===== src/rtl/fetch_pkg.sv =====
// Shared types and constants for the instruction fetch/issue sequencer.
package fetch_pkg;

  // HALT and FAULT share display code 7; the top distinguishes them with a sticky fault flag.
  typedef enum logic [2:0] {
    StIdle   = 3'd0,
    StFetchI = 3'd1,
    StWaitI  = 3'd2,
    StFetchD = 3'd3,
    StWaitD  = 3'd4,
    StIssue  = 3'd5,
    StExec   = 3'd6,
    StStop   = 3'd7
  } state_e;

  localparam logic [2:0]  OP_MVI            = 3'b001;
  localparam logic [15:0] HALT_WORD_DEFAULT = 16'hFFFF;

  function automatic logic is_mvi(input logic [15:0] word);
    return word[8:6] == OP_MVI;
  endfunction

endpackage


===== src/rtl/rise_detect.sv =====
// Registered rising-edge detector with synchronous active-low reset.
module rise_detect (
  input  logic clk_i,
  input  logic rst_ni,
  input  logic d_i,
  output logic rise_o
);

  logic d_q;

  always_ff @(posedge clk_i) begin
    if (!rst_ni) begin
      d_q <= 1'b0;
    end else begin
      d_q <= d_i;
    end
  end

  assign rise_o = d_i & ~d_q;

endmodule


===== src/rtl/fetch_sequencer.sv =====
// Fetch/issue controller between program RAM and the multicycle core.
// Optional single-step mode is enabled by defining FETCH_STEP_EN.
module fetch_sequencer
  import fetch_pkg::*;
#(
  parameter int unsigned ADDR_W    = 5,
  parameter logic [15:0] HALT_WORD = HALT_WORD_DEFAULT,
  parameter int unsigned TIMEOUT   = 7
) (
  input  logic              Clock,
  input  logic              Resetn,
  input  logic              Run,
  input  logic              Step,
  input  logic [15:0]       MemData,
  input  logic              Done,
  output logic [ADDR_W-1:0] Addr,
  output logic [15:0]       DinOut,
  output logic              ProcRun,
  output logic [ADDR_W-1:0] PC,
  output logic [2:0]        State,
  output logic              Halted,
  output logic              Fault
);

  localparam int unsigned   TmoW    = $clog2(TIMEOUT + 1);
  localparam logic [TmoW-1:0] TmoLast = TmoW'(TIMEOUT - 1);

  state_e            state_q, state_d;
  logic [ADDR_W-1:0] pc_q, pc_d;
  logic [15:0]       instr_q, instr_d;
  logic [15:0]       imm_q, imm_d;
  logic [TmoW-1:0]   tmo_q, tmo_d;
  logic              fault_q, fault_d;

  logic              start;
  logic              keep_going;
  logic              cur_mvi;
  logic [ADDR_W-1:0] pc_next;

`ifdef FETCH_STEP_EN
  logic step_rise;

  rise_detect u_step_rise (
    .clk_i  (Clock),
    .rst_ni (Resetn),
    .d_i    (Step),
    .rise_o (step_rise)
  );

  // Each Step pulse runs exactly one instruction, then control returns to IDLE.
  assign start      = Run & step_rise;
  assign keep_going = 1'b0;
`else
  logic unused_step;

  assign unused_step = Step;
  assign start       = Run;
  assign keep_going  = Run;
`endif

  assign cur_mvi = is_mvi(instr_q);
  assign pc_next = pc_q + ADDR_W'(1);

  always_comb begin
    state_d = state_q;
    pc_d    = pc_q;
    instr_d = instr_q;
    imm_d   = imm_q;
    tmo_d   = tmo_q;
    fault_d = fault_q;
    unique case (state_q)
      StIdle: begin
        if (start) state_d = StFetchI;
      end
      StFetchI: state_d = StWaitI;
      StWaitI: begin
        instr_d = MemData;
        if (MemData == HALT_WORD) begin
          state_d = StStop;
        end else if (is_mvi(MemData)) begin
          state_d = StFetchD;
        end else begin
          state_d = StIssue;
        end
      end
      StFetchD: state_d = StWaitD;
      StWaitD: begin
        imm_d   = MemData;
        state_d = StIssue;
      end
      StIssue: state_d = StExec;
      StExec: begin
        // Done takes priority over an expiring timeout in the same cycle.
        if (Done) begin
          pc_d    = cur_mvi ? pc_q + ADDR_W'(2) : pc_next;
          tmo_d   = '0;
          state_d = keep_going ? StFetchI : StIdle;
        end else if (tmo_q == TmoLast) begin
          fault_d = 1'b1;
          state_d = StStop;
        end else begin
          tmo_d = tmo_q + TmoW'(1);
        end
      end
      StStop: state_d = StStop;
      default: state_d = StIdle;
    endcase
  end

  always_ff @(posedge Clock) begin
    if (!Resetn) begin
      state_q <= StIdle;
      pc_q    <= '0;
      instr_q <= '0;
      imm_q   <= '0;
      tmo_q   <= '0;
      fault_q <= 1'b0;
    end else begin
      state_q <= state_d;
      pc_q    <= pc_d;
      instr_q <= instr_d;
      imm_q   <= imm_d;
      tmo_q   <= tmo_d;
      fault_q <= fault_d;
    end
  end

  always_comb begin
    Addr    = pc_q;
    DinOut  = instr_q;
    ProcRun = 1'b0;
    unique case (state_q)
      StFetchD, StWaitD: Addr = pc_next;
      StIssue:           ProcRun = 1'b1;
      StExec: begin
        ProcRun = 1'b1;
        if (cur_mvi) DinOut = imm_q;
      end
      default: ;
    endcase
  end

  assign PC     = pc_q;
  assign State  = state_q;
  assign Halted = (state_q == StStop) & ~fault_q;
  assign Fault  = (state_q == StStop) & fault_q;

endmodule

===== config.mk =====
export PLATFORM = sky130hd
export DESIGN_NAME = fetch_sequencer
export DESIGN_NICKNAME = d
export VERILOG_FILES = /design/src/rtl/fetch_pkg.sv /design/src/rtl/rise_detect.sv /design/src/rtl/fetch_sequencer.sv
export SDC_FILE = /design/constraint.sdc
export NUM_CORES = 1
export LEC_CHECK = 0
export BUFFER_PORTS_ARGS = -buffer_cell sky130_fd_sc_hd__buf_2
export CORE_UTILIZATION = 30
export CTS_CLUSTER_SIZE = 25
export DETAILED_ROUTE_END_ITERATION = 12
export GPL_TIMING_DRIVEN = 0
export HOLD_SLACK_MARGIN = 0.15
export PLACE_DENSITY = 0.52
export SKIP_LAST_GASP = 1
export SLEW_MARGIN = 10
export SYNTH_ARGS = -nofsm -noshare
export SYNTH_HDL_FRONTEND = slang
export SYNTH_SLANG_ARGS = --single-unit
export TNS_END_PERCENT = 1

===== constraint.sdc =====
create_clock -name Clock -period 1.3 [get_ports Clock]
set_input_delay 0 -clock Clock [delete_from_list [all_inputs] [get_ports Clock]]
set_output_delay 0 -clock Clock [all_outputs]
set_load 0.005 [all_outputs]

==> flow_metrics.env <==
export IMPL_synth_warnings=0
export IMPL_instances_no_fill=443
export IMPL_vias_per_cell=4.64
export IMPL_cts_tree="built"
export IMPL_synth_area_sq_um=2240
export IMPL_critPathCaptureType="output pin"
export IMPL_leakage_nw=1.20
export IMPL_hold_viol=0
export IMPL_fin_ws_ps=-555
export IMPL_first_iter_violations=67
export IMPL_cpPeakStageDelay_ps=430
export IMPL_setup_violations=55
export IMPL_numPortBuffers=51
export IMPL_yosysTopAreaCell="dfxtp_1"
export IMPL_sw_frac_of_total_pct=25.4
export IMPL_ys_types=47
export IMPL_ios=53
export IMPL_drtAntennaViolNets=0
export IMPL_first_global_vias=1924
export IMPL_rsz0062_at_grt="true"
export IMPL_grt_use_total_pct=16.6
export IMPL_tns_ps=-16350
export IMPL_cts_made_buffers=5
export IMPL_power_frac_seq_pct=53.7
export IMPL_remaining_drc_errors=0
export IMPL_syn_inst=262
export IMPL_violations="negative setup slack"
export IMPL_wl_per_cell_um=13.6
export IMPL_dieArea_sq_um=7810
export IMPL_vdd_ir_drop_max_mv=0.313
export IMPL_synth_common_cells="nand2_1, dfxtp_1, a21boi_0"
export IMPL_hp_start="Resetn"
export IMPL_switchingPower_mw=0.653
export IMPL_drtPass1Iterations=4
export IMPL_p_comb_share_pct=9.7
export IMPL_cp_slowest_cell="or3b_4"
export IMPL_crit_fanout=9
export IMPL_yosysMostFrequentCell="nand2_1"
export IMPL_cts_path_max_buffers=2
export IMPL_nets=368
export IMPL_intPower_mw=1.92
export IMPL_fp_dieW_um=88.4
export IMPL_max_slew_margin_pct=62.4
export IMPL_slew_viol_final=0
export IMPL_cellPowerDensity_nw_per_um2=873
export IMPL_regToRegSetupSlack_ps=-290
export IMPL_start_util_pct=31.0
export IMPL_fp_dieH_um=88.4
export IMPL_cp_cell_sequence="or3b_4 -> nor2_4 -> buf_8 -> mux2_1 -> buf_2"
export IMPL_critPathLaunch="instr_q[8]"
export IMPL_grt_overflow_total=0
export IMPL_rr_startpoint="State[0]"
export IMPL_dp_slack_ps=-393
export IMPL_synth_area_per_cell_sq_um=8.54
export IMPL_dp_cells=412
export IMPL_period_share_pct=143
export IMPL_area_growth_pct=31.8
export IMPL_crit_buf_inv=2
export IMPL_synth_edf_count=0
export IMPL_async_flop_share_pct=0
export IMPL_crit_family="simple AND/OR/NAND/NOR gates"
export IMPL_worstPathArrival_ps=1850
export IMPL_cap_violations=0
export IMPL_synthTopCellsByArea="dfxtp_1, nand2_1, a21boi_0"
export IMPL_ys_seq_area_share_pct=39.4
export IMPL_core_sq_um=7210
export IMPL_insertion_delay_ps=300
export IMPL_root_buffer="clkbuf_8"
export IMPL_critical_path_class="reg -> out"
export IMPL_vias=2055
export IMPL_antennaDiodeCount=0
export IMPL_worstSetupStartpointType="flop"
export IMPL_row_count=31
export IMPL_antenna_found_initial=0
export IMPL_dp_hpwl_mm=4.10
export IMPL_worst_ep_required_time_ps=1300
export IMPL_post_route_util_pct=40.9
export IMPL_clkSinkCount=44
export IMPL_place_gp_congestion=0.784
export IMPL_wl_mm=6.01
export IMPL_grt_pass1_wl_mm=9.78
export IMPL_synth_flop_cell="dfxtp_1"
export IMPL_drive_gt1_share_pct=26.5
export IMPL_yosys_register_bits=44
export IMPL_min_period_ps=1850
export IMPL_grt_max_degree=15
export IMPL_clk_pin_slew_ps=90
export IMPL_skew_ps=9.51
export IMPL_whs_ps=169
export IMPL_status="finished with violations"
export IMPL_worst_pin_slew_ps=562
export IMPL_syn_nets=287
export IMPL_htreeDepth=2
export IMPL_clock_fmax_ghz=0.539
export IMPL_synth_top_area_share_pct=39.4
export IMPL_hp_class="in -> reg"
export IMPL_p_clk_share_pct=36.6
[cell families (layout without fill, tap and decap cells)]
family / after synthesis / in the layout / synth area share, %
compound gates: 56 / 56 / 18.4
simple gates: 117 / 117 / 25.4
buf+inv: 19 / 101 / 4.25
flops: 44 / 44 / 39.4
mux: 15 / 15 / 7.55
xor+xnor: 7 / 7 / 2.74
fa+ha+maj: 4 / 4 / 2.24
[state kept, by name (all words and copies together) (netlist names)]
signal / cells
fault_q: 1
State: 3
instr_q: 16
tmo_q: 3
imm_q: 16
PC: 5
[layout make-up]
type	instances	area (sq um)
Fill cell	783	4270
Multi-Input combinational cell	199	1270
Sequential cell	44	886
Timing Repair Buffer	74	473
Tap cell	99	124
Clock buffer	6	82.6
Buffer	14	80.1
Inverter	5	18.8
Clock inverter	2	15.0
[metrics by stage]
step	cell area, sq um	power [mW]
floorplan	2240	1.52
global placement	2620	1.61
detailed placement	2620	1.62
CTS	2940	2.60
global route	2950	2.69
finish	2950	2.57
[routing by layer]
layer	up-vias	track usage, %	wire length (um)	part of all wire (%)
met2	28	27.2	2820	47
met4	0	4.40	51	0.85
met5	-	0	0	0
met3	5	3.45	136	2.3
li1	1060	-	-	-
met1	962	22.2	3010	50
[timing repair]
action | in CTS | in global routing
pin swaps | 2 | 2
hold endpoints to repair | 35 | 0
endpoints found under the setup margin | 63 | 65
cloned | 0 | 0
gates resized for setup | 4 | 2
buffers inserted | 4 | 1
hold buffers | 18 | 0
[final timing paths]
path,to,depth (start not counted)
worst min-delay path,PC[4],4
worst min register to register,instr_q[12],2
worst max register to register,instr_q[10],6
worst max-delay path,DinOut[5],5
[cell usage in the layout (no fill, tap or decap), types with 2 or more instances in the layout]
master,instances
dlygate4sd3_1,18
ha_1,4
a21oi_1,3
o21a_1,2
inv_1,5
buf_4,8
clkbuf_8,6
xnor2_1,5
nor3b_1,2
nand4_1,5
and2_1,2
a21o_1,2
mux2_1,8
a21boi_1,10
a21boi_0,22
o21ai_0,6
clkbuf_1,6
mux2_2,7
o211ai_1,2
dfxtp_2,4
nor2b_1,3
nand4b_1,3
xor2_1,2
nand3_1,7
clkinvlp_4,2
dfxtp_1,40
buf_2,55
nor2_1,10
nor3_1,4
nand2_1,70
[power groups by stage]
stage	Combinational, mW	Sequential [mW]	Clock, mW
after floorplan	0.107	1.41	0
after global placement	0.203	1.41	0
after detailed placement	0.203	1.41	0
after CTS	0.251	1.38	0.971
after global routing	0.276	1.38	1.02
final	0.250	1.38	0.941
[worst min-delay path, delay by kind of cell]
| family | cells | cell delay, ps |
|---|---|---|
| and+or+nand+nor | 1 | 80 |
| muxes | 1 | 140 |
| AOI/OAI and AO/OA | 1 | 90 |
| buffers and inverters | 1 | 120 |
Note: power is estimated with default switching activity, not from simulation.
